[config.mk]
export PLATFORM = sky130hd
export DESIGN_NAME = fetch_stage
export DESIGN_NICKNAME = d
export VERILOG_FILES = /design/src/rtl/cpu_pkg.sv /design/src/rtl/jal_predecode.sv /design/src/rtl/fetch_stage.sv
export SDC_FILE = /design/constraint.sdc
export NUM_CORES = 1
export LEC_CHECK = 0
export CAP_MARGIN = 10
export CORE_MARGIN = 2
export CORE_UTILIZATION = 48
export DETAILED_ROUTE_END_ITERATION = 8
export PLACE_DENSITY = 0.78
export SLEW_MARGIN = 20
export SYNTH_ARGS = -nofsm -noshare
export SYNTH_HDL_FRONTEND = slang
export SYNTH_HIERARCHICAL = 1
export SYNTH_SLANG_ARGS = --single-unit
export TNS_END_PERCENT = 5
[constraint.sdc]
create_clock -name clk_i -period 3.07 [get_ports clk_i]
set_input_delay 0.614 -clock clk_i [delete_from_list [all_inputs] [get_ports clk_i]]
set_output_delay 0.614 -clock clk_i [all_outputs]
set_load 0.01 [all_outputs]
[src/rtl/cpu_pkg.sv]
// Shared constants and types for the RV32I pipeline: opcodes, bubble word,
// fetch FSM encoding and the IF/ID pipeline record.
package cpu_pkg;

  localparam logic [31:0] RESET_PC  = 32'h0000_0000;
  localparam logic [31:0] NOP_INSTR = 32'h0000_0013;

  localparam logic [6:0] OP_JAL    = 7'b1101111;
  localparam logic [6:0] OP_BRANCH = 7'b1100011;
  localparam logic [6:0] OP_LOAD   = 7'b0000011;
  localparam logic [6:0] OP_STORE  = 7'b0100011;

  typedef enum logic [1:0] {
    FS_RUN  = 2'd0,
    FS_MISS = 2'd1,
    FS_DROP = 2'd2
  } fetch_state_e;

  typedef struct packed {
    logic        valid;
    logic [31:0] pc;
    logic [31:0] instr;
  } if_id_t;

endpackage

[src/rtl/jal_predecode.sv]
// Combinational JAL detector and J-immediate extractor used for
// fetch-time jump prediction.
module jal_predecode
  import cpu_pkg::*;
(
  input  logic [6:0]  i_opcode,
  input  logic [19:0] i_upper,   // instr[31:12]
  output logic        o_is_jal,
  output logic [31:0] o_imm
);

  assign o_is_jal = (i_opcode == OP_JAL);

  // J-immediate {i[31], i[19:12], i[20], i[30:21], 0}, indices relative to instr[12]
  assign o_imm = {{11{i_upper[19]}}, i_upper[19], i_upper[7:0], i_upper[8],
                  i_upper[18:9], 1'b0};

endmodule

[src/rtl/fetch_stage.sv]
// Instruction-fetch stage: PC, I-cache request and IF/ID register, with
// miss/stall/redirect handling. Optional JAL predecode under JAL_PREDECODE_EN.
module fetch_stage
  import cpu_pkg::*;
(
  input  logic        clk_i,
  input  logic        rst_n_i,
  output logic        ic_req_o,
  output logic [29:0] ic_addr_o,
  input  logic        ic_stall_i,
  input  logic [31:0] ic_rdata_i,
  input  logic        stall_i,
  input  logic        redirect_i,
  input  logic [31:0] redirect_pc_i,
  output logic        id_valid_o,
  output logic [31:0] id_pc_o,
  output logic [31:0] id_instr_o,
  output logic [1:0]  dbg_state_o
);

  localparam logic [1:0] ST_RUN  = FS_RUN;
  localparam logic [1:0] ST_MISS = FS_MISS;
  localparam logic [1:0] ST_DROP = FS_DROP;

  logic [1:0]  r_state;
  logic [31:0] r_pc;
  logic [31:0] r_target;
  if_id_t      r_ifid;

  logic [1:0]  w_state_n;
  logic [31:0] w_pc_n;
  logic [31:0] w_target_n;
  if_id_t      w_ifid_n;
  if_id_t      w_bubble;
  logic [31:0] w_redir_tgt;
  logic [31:0] w_seq_pc;
  logic        w_take_jal;
  logic [31:0] w_jal_imm;

`ifdef JAL_PREDECODE_EN
  jal_predecode u_jal_predecode (
    .i_opcode (ic_rdata_i[6:0]),
    .i_upper  (ic_rdata_i[31:12]),
    .o_is_jal (w_take_jal),
    .o_imm    (w_jal_imm)
  );
`else
  assign w_take_jal = 1'b0;
  assign w_jal_imm  = 32'd0;
`endif

  assign w_redir_tgt = redirect_pc_i & 32'hFFFF_FFFC;
  assign w_bubble    = {1'b0, r_ifid.pc, NOP_INSTR};
  assign w_seq_pc    = w_take_jal ? (r_pc + w_jal_imm) : (r_pc + 32'd4);

  always_comb begin
    w_state_n  = r_state;
    w_pc_n     = r_pc;
    w_target_n = r_target;
    w_ifid_n   = r_ifid;
    case (r_state)
      ST_DROP: begin
        // The redirect already flushed ID; whatever the cache returns is stale.
        w_ifid_n = w_bubble;
        if (redirect_i) w_target_n = w_redir_tgt;
        if (!ic_stall_i) begin
          w_pc_n    = redirect_i ? w_redir_tgt : r_target;
          w_state_n = ST_RUN;
        end
      end
      default: begin
        // RUN and the exit cycle of MISS behave identically.
        if (redirect_i) begin
          w_ifid_n = w_bubble;
          if (ic_stall_i) begin
            w_target_n = w_redir_tgt;
            w_state_n  = ST_DROP;
          end else begin
            w_pc_n    = w_redir_tgt;
            w_state_n = ST_RUN;
          end
        end else if (ic_stall_i) begin
          w_state_n = ST_MISS;
          if (!stall_i) w_ifid_n = w_bubble;
        end else if (!stall_i) begin
          w_ifid_n  = {1'b1, r_pc, ic_rdata_i};
          w_pc_n    = w_seq_pc;
          w_state_n = ST_RUN;
        end else begin
          w_state_n = ST_RUN;
        end
      end
    endcase
  end

  always_ff @(posedge clk_i or negedge rst_n_i) begin
    if (!rst_n_i) begin
      r_state  <= ST_RUN;
      r_pc     <= RESET_PC;
      r_target <= RESET_PC;
      r_ifid   <= {1'b0, 32'h0000_0000, NOP_INSTR};
    end else begin
      r_state  <= w_state_n;
      r_pc     <= w_pc_n;
      r_target <= w_target_n;
      r_ifid   <= w_ifid_n;
    end
  end

  assign ic_req_o    = rst_n_i;
  assign ic_addr_o   = r_pc[31:2];
  assign id_valid_o  = r_ifid.valid;
  assign id_pc_o     = r_ifid.pc;
  assign id_instr_o  = r_ifid.instr;
  assign dbg_state_o = r_state;

endmodule

# Yosys cells after proc, flatten, opt, wreduce, memory -nomap -nowiden

Index checks and enable logic that the tools add are counted.
Widths: inputs -> output; s select.

Add/sub/neg operators: 1
Equality and inequality tests: 3
Muxes and demuxes: 20
Bitwise gates (word level): 4
Reduce and logical (&&, ||, !) cells: 5

Operators by type and width:

| kind                  | number |
|---|---|
| $mux 65               | 5 |
| $mux 32               | 10 |
| $add 32x3->32 const B | 1 |
| $mux 2                | 4 |
| $not 1->1             | 4 |
| $reduce_and 2->1      | 2 |
| $reduce_and 4->1      | 1 |
| $reduce_bool 2->1     | 2 |
| $ne 3x1->1 const B    | 1 |
| $eq 2x2->1 const B    | 1 |
| $ne 2x2->1 const B    | 1 |
| $mux 1                | 1 |

Register bits after elaboration: 131
Output and inout bits: 98
Word-level logic and storage cells: 39

# Longest topological paths before layout

Gate-level depths: netlist of run 1.

Word-level depth: 5
Depth in mapped cells: 7
Gate-level depth less buffers: 6

# Least setup slack after synthesis of run 1

OpenSTA, ideal clock, no wires.

Kind: input-to-reg
From: in ic_stall_i
To: reg r_pc[22]
Library setup time: 0.116 ns
Arrival time: 1.821 ns
Required time: 2.954 ns
Path slack: 1.133 ns
Stages: 5
Buffers on the path: 1
Cells stage by stage: clkbuf_1 > inv_1 > o21ai_1 > or4_1 > o311ai_0

Word-level cells in the longest chain between the ends: 2

RTL lines:

| item                       | RTL line           | RTL |
|---|---|---|
| from (decl)                | fetch_stage.sv:10  | `input logic ic_stall_i,` |
| $not 1->1 (no line)        | --                 |  |
| $reduce_and 2->1 (no line) | --                 |  |
| to (signal assigned)       | fetch_stage.sv:104 | `r_pc <= w_pc_n;` |
| to (decl)                  | fetch_stage.sv:26  | `logic [31:0] r_pc;` |

Every way passes these cells.
A chain may end at the register's enable or synchronous reset.

# Final worst setup path of run 1

From: reg r_pc[2]
To: reg r_pc[30]

Word-level cells in the longest chain between the ends: 5

RTL lines:

| item          | RTL line          | RTL |
|---|---|---|
| $add 32x3->32 | fetch_stage.sv:54 | `assign w_seq_pc = w_take_jal ? (r_pc + w_jal_imm) : (r_pc + 32'd4);` |
| $mux 32       | fetch_stage.sv:85 | `end else if (!stall_i) begin` |
| $mux 32       | fetch_stage.sv:82 | `end else if (ic_stall_i) begin` |
| $mux 32       | fetch_stage.sv:73 | `if (redirect_i) begin` |
| $mux 32       | fetch_stage.sv:61 | `case (r_state)` |

Every way passes these cells. The select of a mux whose other input is x is not followed.

==> impl_metrics.tcl, run 1 <==
set metrics [dict create \
    fin_setup_tns_ns 0 \
    syn_nets 688 \
    wl_mm 17.3 \
    wire_per_inst_um 18.5 \
    grt_setup_unrepaired "no" \
    endpoint_arrival_time_on_the_critical_path_ns 2.77 \
    tritoncts "done" \
    cts_root_buf "clkbuf_16" \
    fraction_of_layout_cells_with_a_size_suffix_above_1 0.128 \
    timing.hold.worst.class "in -> async" \
    vias 5322 \
    final-instance-count-excl-fill 935 \
    worst_ir_drop_vdd_v 0.000307 \
    placeableCoreArea_um2 12600 \
    leakage_nw 3.60 \
    yosys.area.top_type_share 0.521 \
    chipHeight_um 117 \
    fraction_of_synthesis_flops_using_an_asynchronous_set_or_reset_pin 1.00 \
    post_synth_instance_area_um2 6150 \
    max_slew_margin 0.344 \
    layout_net_count 820 \
    area_growth_syn_to_layout_pct 36.1 \
    post_synth_main_area_contributors "dfrtp_1 52%, nand2_1 7.8%, mux2_2 5.7%, a22o_1 4.4%, buf_4 3.8%" \
    grt_use_total 0.259 \
    post-route-period-util 0.794 \
    grt_max_degree 132 \
    synth_cell_type_count 56 \
    diodes 0 \
    finalCoreUtilization 0.666 \
    drc 0 \
    report.final.slew_viol_count 0 \
    cp_startpoint_kind "register" \
    synth_enable_flop_cells 0 \
    grt-ovfl-total 0 \
    worstSetupPathType "reg -> reg" \
    clk_transition_reported_paths_ns 0.05 \
    post_synth.cell_area_avg_um2 9.95 \
    grt_pass1_vias 5206 \
    cts_resized 0 \
    port_buffers 164 \
    fp-row-count 41 \
    cts_post_setup_buffers_inserted 0 \
    globalplace.congestion 0.849 \
    max-clock-path-buffers 2 \
    grt_antenna_before_repair 0 \
    clk-insertion-delay-late_ns 0.42 \
    fp.dieArea_um2 13700 \
    cts_made_buffers 17 \
    r2r_start "r_pc[2]" \
    ff2ff_path_depth 6 \
    yosys_warnings 6 \
    route.detailed.vias_per_inst 5.69 \
    timing.critical_path.to_type "register" \
    timing_hold_violations_final 0 \
    place.detailed.hpwl_mm 12.0 \
    h-tree-depth 4 \
    final_cell_area_um2 8370 \
    cts_num_sinks 131 \
    period_minus_slack_ns 2.44 \
    syn_inst 618 \
    worstSetupStartpoint "r_pc[2]" \
    dominantRegCellSynth "dfrtp_1" \
    worst_pin_slew_ns 0.980 \
    starting_density_of_the_core 0.489 \
    first_pass_iters 7 \
    maxCapViolations 0 \
    dieWidth_um 117 \
    timing.hold.ws_ns 0.344 \
    placed_area_um2 7800 \
    dominant_cell_type_by_area_after_synthesis "dfrtp_1" \
    share_of_synthesized_area_occupied_by_flip_flops_and_latches 0.533 \
    setup_violations 0 \
    crit_path_max_fanout 9 \
    cp_required_ns 3.40 \
    drt_iter0_drc 399 \
    max_freq_mhz 410 \
    post_cts_hold_buffer_count 0 \
    wire_length_of_the_first_global_routing_pass_mm 27.1 \
    synth.ff_latch_count 131 \
    run_status "completed" \
    io_pins 167 \
    worst_clock_skew_ns 0.00770 \
    powerDensity_nw_per_um2 629 \
    antenna_left 0 \
    number_of_placed_cells_counting_well_taps 903 \
]
[routing by layer]
| metal | up-vias | GRT usage | wire length [um] |
|---|---|---|---|
| met5 | - | 0 | 0 |
| met2 | 198 | 0.430 | 8850 |
| li1 | 2432 | - | - |
| met3 | 22 | 0.0551 | 1060 |
| met1 | 2670 | 0.338 | 7150 |
| met4 | 0 | 0.0918 | 260 |
[worst paths after layout]
kind                             endpoint  slack [ns]
min in group clk_i             id_valid_o        0.47
setup / recovery                 r_pc[30]        0.63
hold / removal                    r_pc[5]        0.34
max in group asynchronous  id_instr_o[26]        2.25
hold reg to reg                id_valid_o        0.47
setup reg to reg                 r_pc[30]        0.63
[Yosys cell counts (3+ instances only)]
cell        n
a21oi_1    30
o21ai_0    46
buf_4      31
nor2_1     31
nand4_1    10
a211oi_1    4
o311ai_0    4
a31oi_1     9
a221o_1     3
dfstp_2     3
o211ai_1    6
or3_1       6
nand3_1     9
a41oi_1     3
dfrtp_1   128
clkbuf_1   32
nor3_2      3
a22o_1     31
and3_1      7
inv_1       6
nor3_1      3
and2_1      3
mux2_2     31
nand2_1   128
o22a_1      6
[worst max-delay path, cell delays in order (launching register included)]
cell	delay, ns
dfrtp_1	0.48
ha_1	0.26
nand4_1	0.30
nor2_1	0.59
nand4_1	0.26
or3_1	0.37
o211ai_1	0.10
[cell families after synthesis]
group,synth area share
xor gates and xnor gates,0.00427
adders and majority gates,0.00203
buffers and inverters,0.0653
and+or+nand+nor,0.164
AOI/OAI and AO/OA,0.173
muxes,0.0584
DFF,0.533
[cell usage in the layout (no fill, tap or decap), drive strengths merged, types with 13 or more instances in the layout]
master / instances
a21oi: 30
a22o: 31
buf: 18
clkbuf: 26
clkdlybuf4s50: 163
dfrtp: 128
mux2: 31
nand2: 129
nand3: 13
nor2: 31
o21ai: 48
[cell type report]
| type | count | area [um^2] |
|---|---|---|
| fill | 986 | 4200 |
| tap | 172 | 215 |
| sequential | 131 | 3280 |
| multi-input combinational | 412 | 2480 |
| clock inverter | 6 | 80.1 |
| inverter | 7 | 26.3 |
| timing repair buffer | 181 | 1800 |
| clock buffer | 26 | 489 |
[metrics by stage]
stage / power, W / setup slack, ns
after floorplan: 0.00275 / 1.13
after global placement: 0.00329 / 0.434
after detailed placement: 0.00333 / 0.410
after CTS: 0.00530 / 0.668
after global routing: 0.00549 / 0.449
final: 0.00527 / 0.631
[power by group]
| part | switching [W] | internal (W) | total (W) | leakage (nW) |
|---|---|---|---|---|
| sequential | 0.000232 | 0.00197 | 0.00220 | 1.64 |
| combinational | 0.000503 | 0.000601 | 0.00110 | 1.68 |
| clock | 0.000706 | 0.00125 | 0.00196 | 0.282 |
[state kept, by name, indices dropped and copies added (netlist names)]
name         flops
dbg_state_o      2
id_pc_o         32
id_instr_o      32
r_pc            32
r_target        32
id_valid_o       1
Note: power is estimated with default switching activity, not from simulation.
==> run 2, diff against run 1 <==
CORE_UTILIZATION = 44   (was 48)
PLACE_DENSITY = 0.75   (was 0.78)
clock period = 2.2 ns   (was 3.07 ns; I/O delays follow)
==> run 2 against run 1 <==
Routed wire length about the same; combinational power increased by 53%; die area increased by 8.8%; first-iteration DRC count increased by 4.0%; hold slack got worse by 0.16 ns; cell area increased by 4.1%; clock skew increased by 0.0035 ns; sequential share of layout area decreased by 1.5 points; register-to-register slack got worse by 0.37 ns; setup slack got worse by 0.39 ns; non-clock buffer count increased by 40; critical path depth decreased by 5.
==> impl_metrics.tcl, run 2 (synthesis results as in run 1) <==
set metrics [dict create \
    grt_setup_unrepaired "no" \
    crit_path_max_incr_delay_ns 0.62 \
    leakage_nw 3.80 \
    ff2ff_path_depth 8 \
    worst_clock_skew_ns 0.0112 \
    tritoncts "done" \
    cts_root_buf "clkbuf_16" \
    port_buffers 164 \
    cts_num_sinks 131 \
    max_slew_margin 0.400 \
    globalplace.congestion 0.854 \
    timing.critical_path.to_type "output port" \
    report.final.slew_viol_count 0 \
    diodes 0 \
    cts_made_buffers 17 \
    timing_hold_violations_final 0 \
    maxCapViolations 0 \
    n_fill_cell 1104 \
    grt_max_degree 72 \
    dieWidth_um 122 \
    regToRegSetupSlack_ns 0.26 \
    layout_net_count 860 \
    worst_ir_drop_vdd_v 0.000546 \
    period_minus_slack_ns 1.96 \
    wire_per_inst_um 17.6 \
    fp-row-count 43 \
    drc 0 \
    timing.hold.ws_ns 0.182 \
    fraction_of_layout_cells_with_a_size_suffix_above_1 0.177 \
    antenna_left 0 \
    dp_slack_ns -0.126 \
    powerDensity_nw_per_um2 868 \
    first_pass_iters 6 \
    place.detailed.hpwl_mm 12.3 \
    worstSetupPathType "reg -> out" \
    endpoint_arrival_time_on_the_critical_path_ns 1.52 \
    io_pins 167 \
    worst_pin_slew_ns 0.900 \
    route.detailed.vias_per_inst 5.59 \
    worst_r2r_endpoint "r_pc[20]" \
    area_growth_syn_to_layout_pct 41.7 \
    layout.cells.most_common_list "163 x clkdlybuf4s50_1, 128 x nand2_1, 128 x dfrtp_1" \
    r2r_start "r_pc[3]" \
    cp_startpoint_kind "register" \
    cts_resized 0 \
    clk_transition_reported_paths_ns 0.06 \
    setup_violations 0 \
    clk-insertion-delay-late_ns 0.42 \
    max-clock-path-buffers 2 \
    critPathSlowestCell "clkdlybuf4s50_1" \
    crit_path_max_fanout 6 \
    h-tree-depth 4 \
    starting_density_of_the_core 0.447 \
    grt-ovfl-total 0 \
    max_freq_mhz 510 \
    run_status "completed" \
    wire_length_of_the_first_global_routing_pass_mm 27.6 \
    critical_path_cell_count 1 \
    placeableCoreArea_um2 13800 \
    drt_iter0_drc 415 \
    cp_required_ns 1.76 \
    timing.hold.worst.class "in -> async" \
    cp_top_family "buffers and inverters" \
    post-route-period-util 0.892 \
    chipHeight_um 122 \
    post-route-worst-setup-slack_ns 0.238 \
    critPathBufInv 1 \
    worstPathCellList "clkdlybuf4s50_1" \
    wl_mm 17.3 \
    fp.dieArea_um2 14900 \
    grt_pass1_vias 5407 \
    vias 5492 \
    grt_use_total 0.238 \
    grt_antenna_before_repair 0 \
    most_common_cell_after_layout_fill_and_taps_aside "clkdlybuf4s50_1" \
]
==> run 2: layout make-up <==
| class | count | area [um^2] | area share |
|---|---|---|---|
| clock buffers | 20 | 447 | 0.0512 |
| repair buffers | 221 | 2100 | 0.240 |
| multi-input cells | 412 | 2480 | 0.285 |
| clock inverters | 12 | 155 | 0.0178 |
| inverters | 7 | 26.3 | 0.00301 |
| well taps | 180 | 225 | 0.0258 |
| flip-flops and latches | 131 | 3280 | 0.377 |
==> run 2: worst max-delay path by stage <==
stage | from | endpoint | slack [ns]
floorplan | r_pc[2] | r_pc[30] | 0.35
global placement | redirect_i | r_pc[19] | -0.05
detailed placement | redirect_i | r_pc[19] | -0.13
CTS | r_pc[3] | r_pc[20] | 0.16
global route | r_pc[14] | r_pc[28] | 0.04
finish | r_pc[7] | ic_addr_o[5] | 0.24
==> run 2: metrics by stage <==
step	util	cells	total power [W]	setup TNS, ns	instance area [um^2]
2_1_floorplan	-	618	0.00384	0	6150
3_3_place_gp	0.589	950	0.00467	-0.198	8110
3_5_place_dp	0.589	950	0.00473	-1.12	8110
4_1_cts	0.632	982	0.00762	0	8710
5_1_grt	0.633	983	0.00790	0	8720
6_report	0.633	983	0.00757	0	8720
==> run 2: where the power goes <==
group / total [W] / internal (W) / switching, W
clock network: 0.00287 / 0.00181 / 0.00106
logic: 0.00168 / 0.000910 / 0.000766
registers: 0.00302 / 0.00275 / 0.000272
total: 0.00757 / 0.00548 / 0.00209
==> run 2: metal layers <==
layer	routed length (um)	share of wire	up-vias	GRT usage
li1	-	-	2523	-
met1	7350	0.42	2727	0.312
met2	8600	0.50	212	0.394
met3	964	0.056	30	0.0465
met4	382	0.022	0	0.0891
met5	0	0	-	0
==> run 2: timing repair <==
action,CTS,global route
buffers inserted,0,1
endpoints found under the setup margin,0,1
hold buffers,0,0
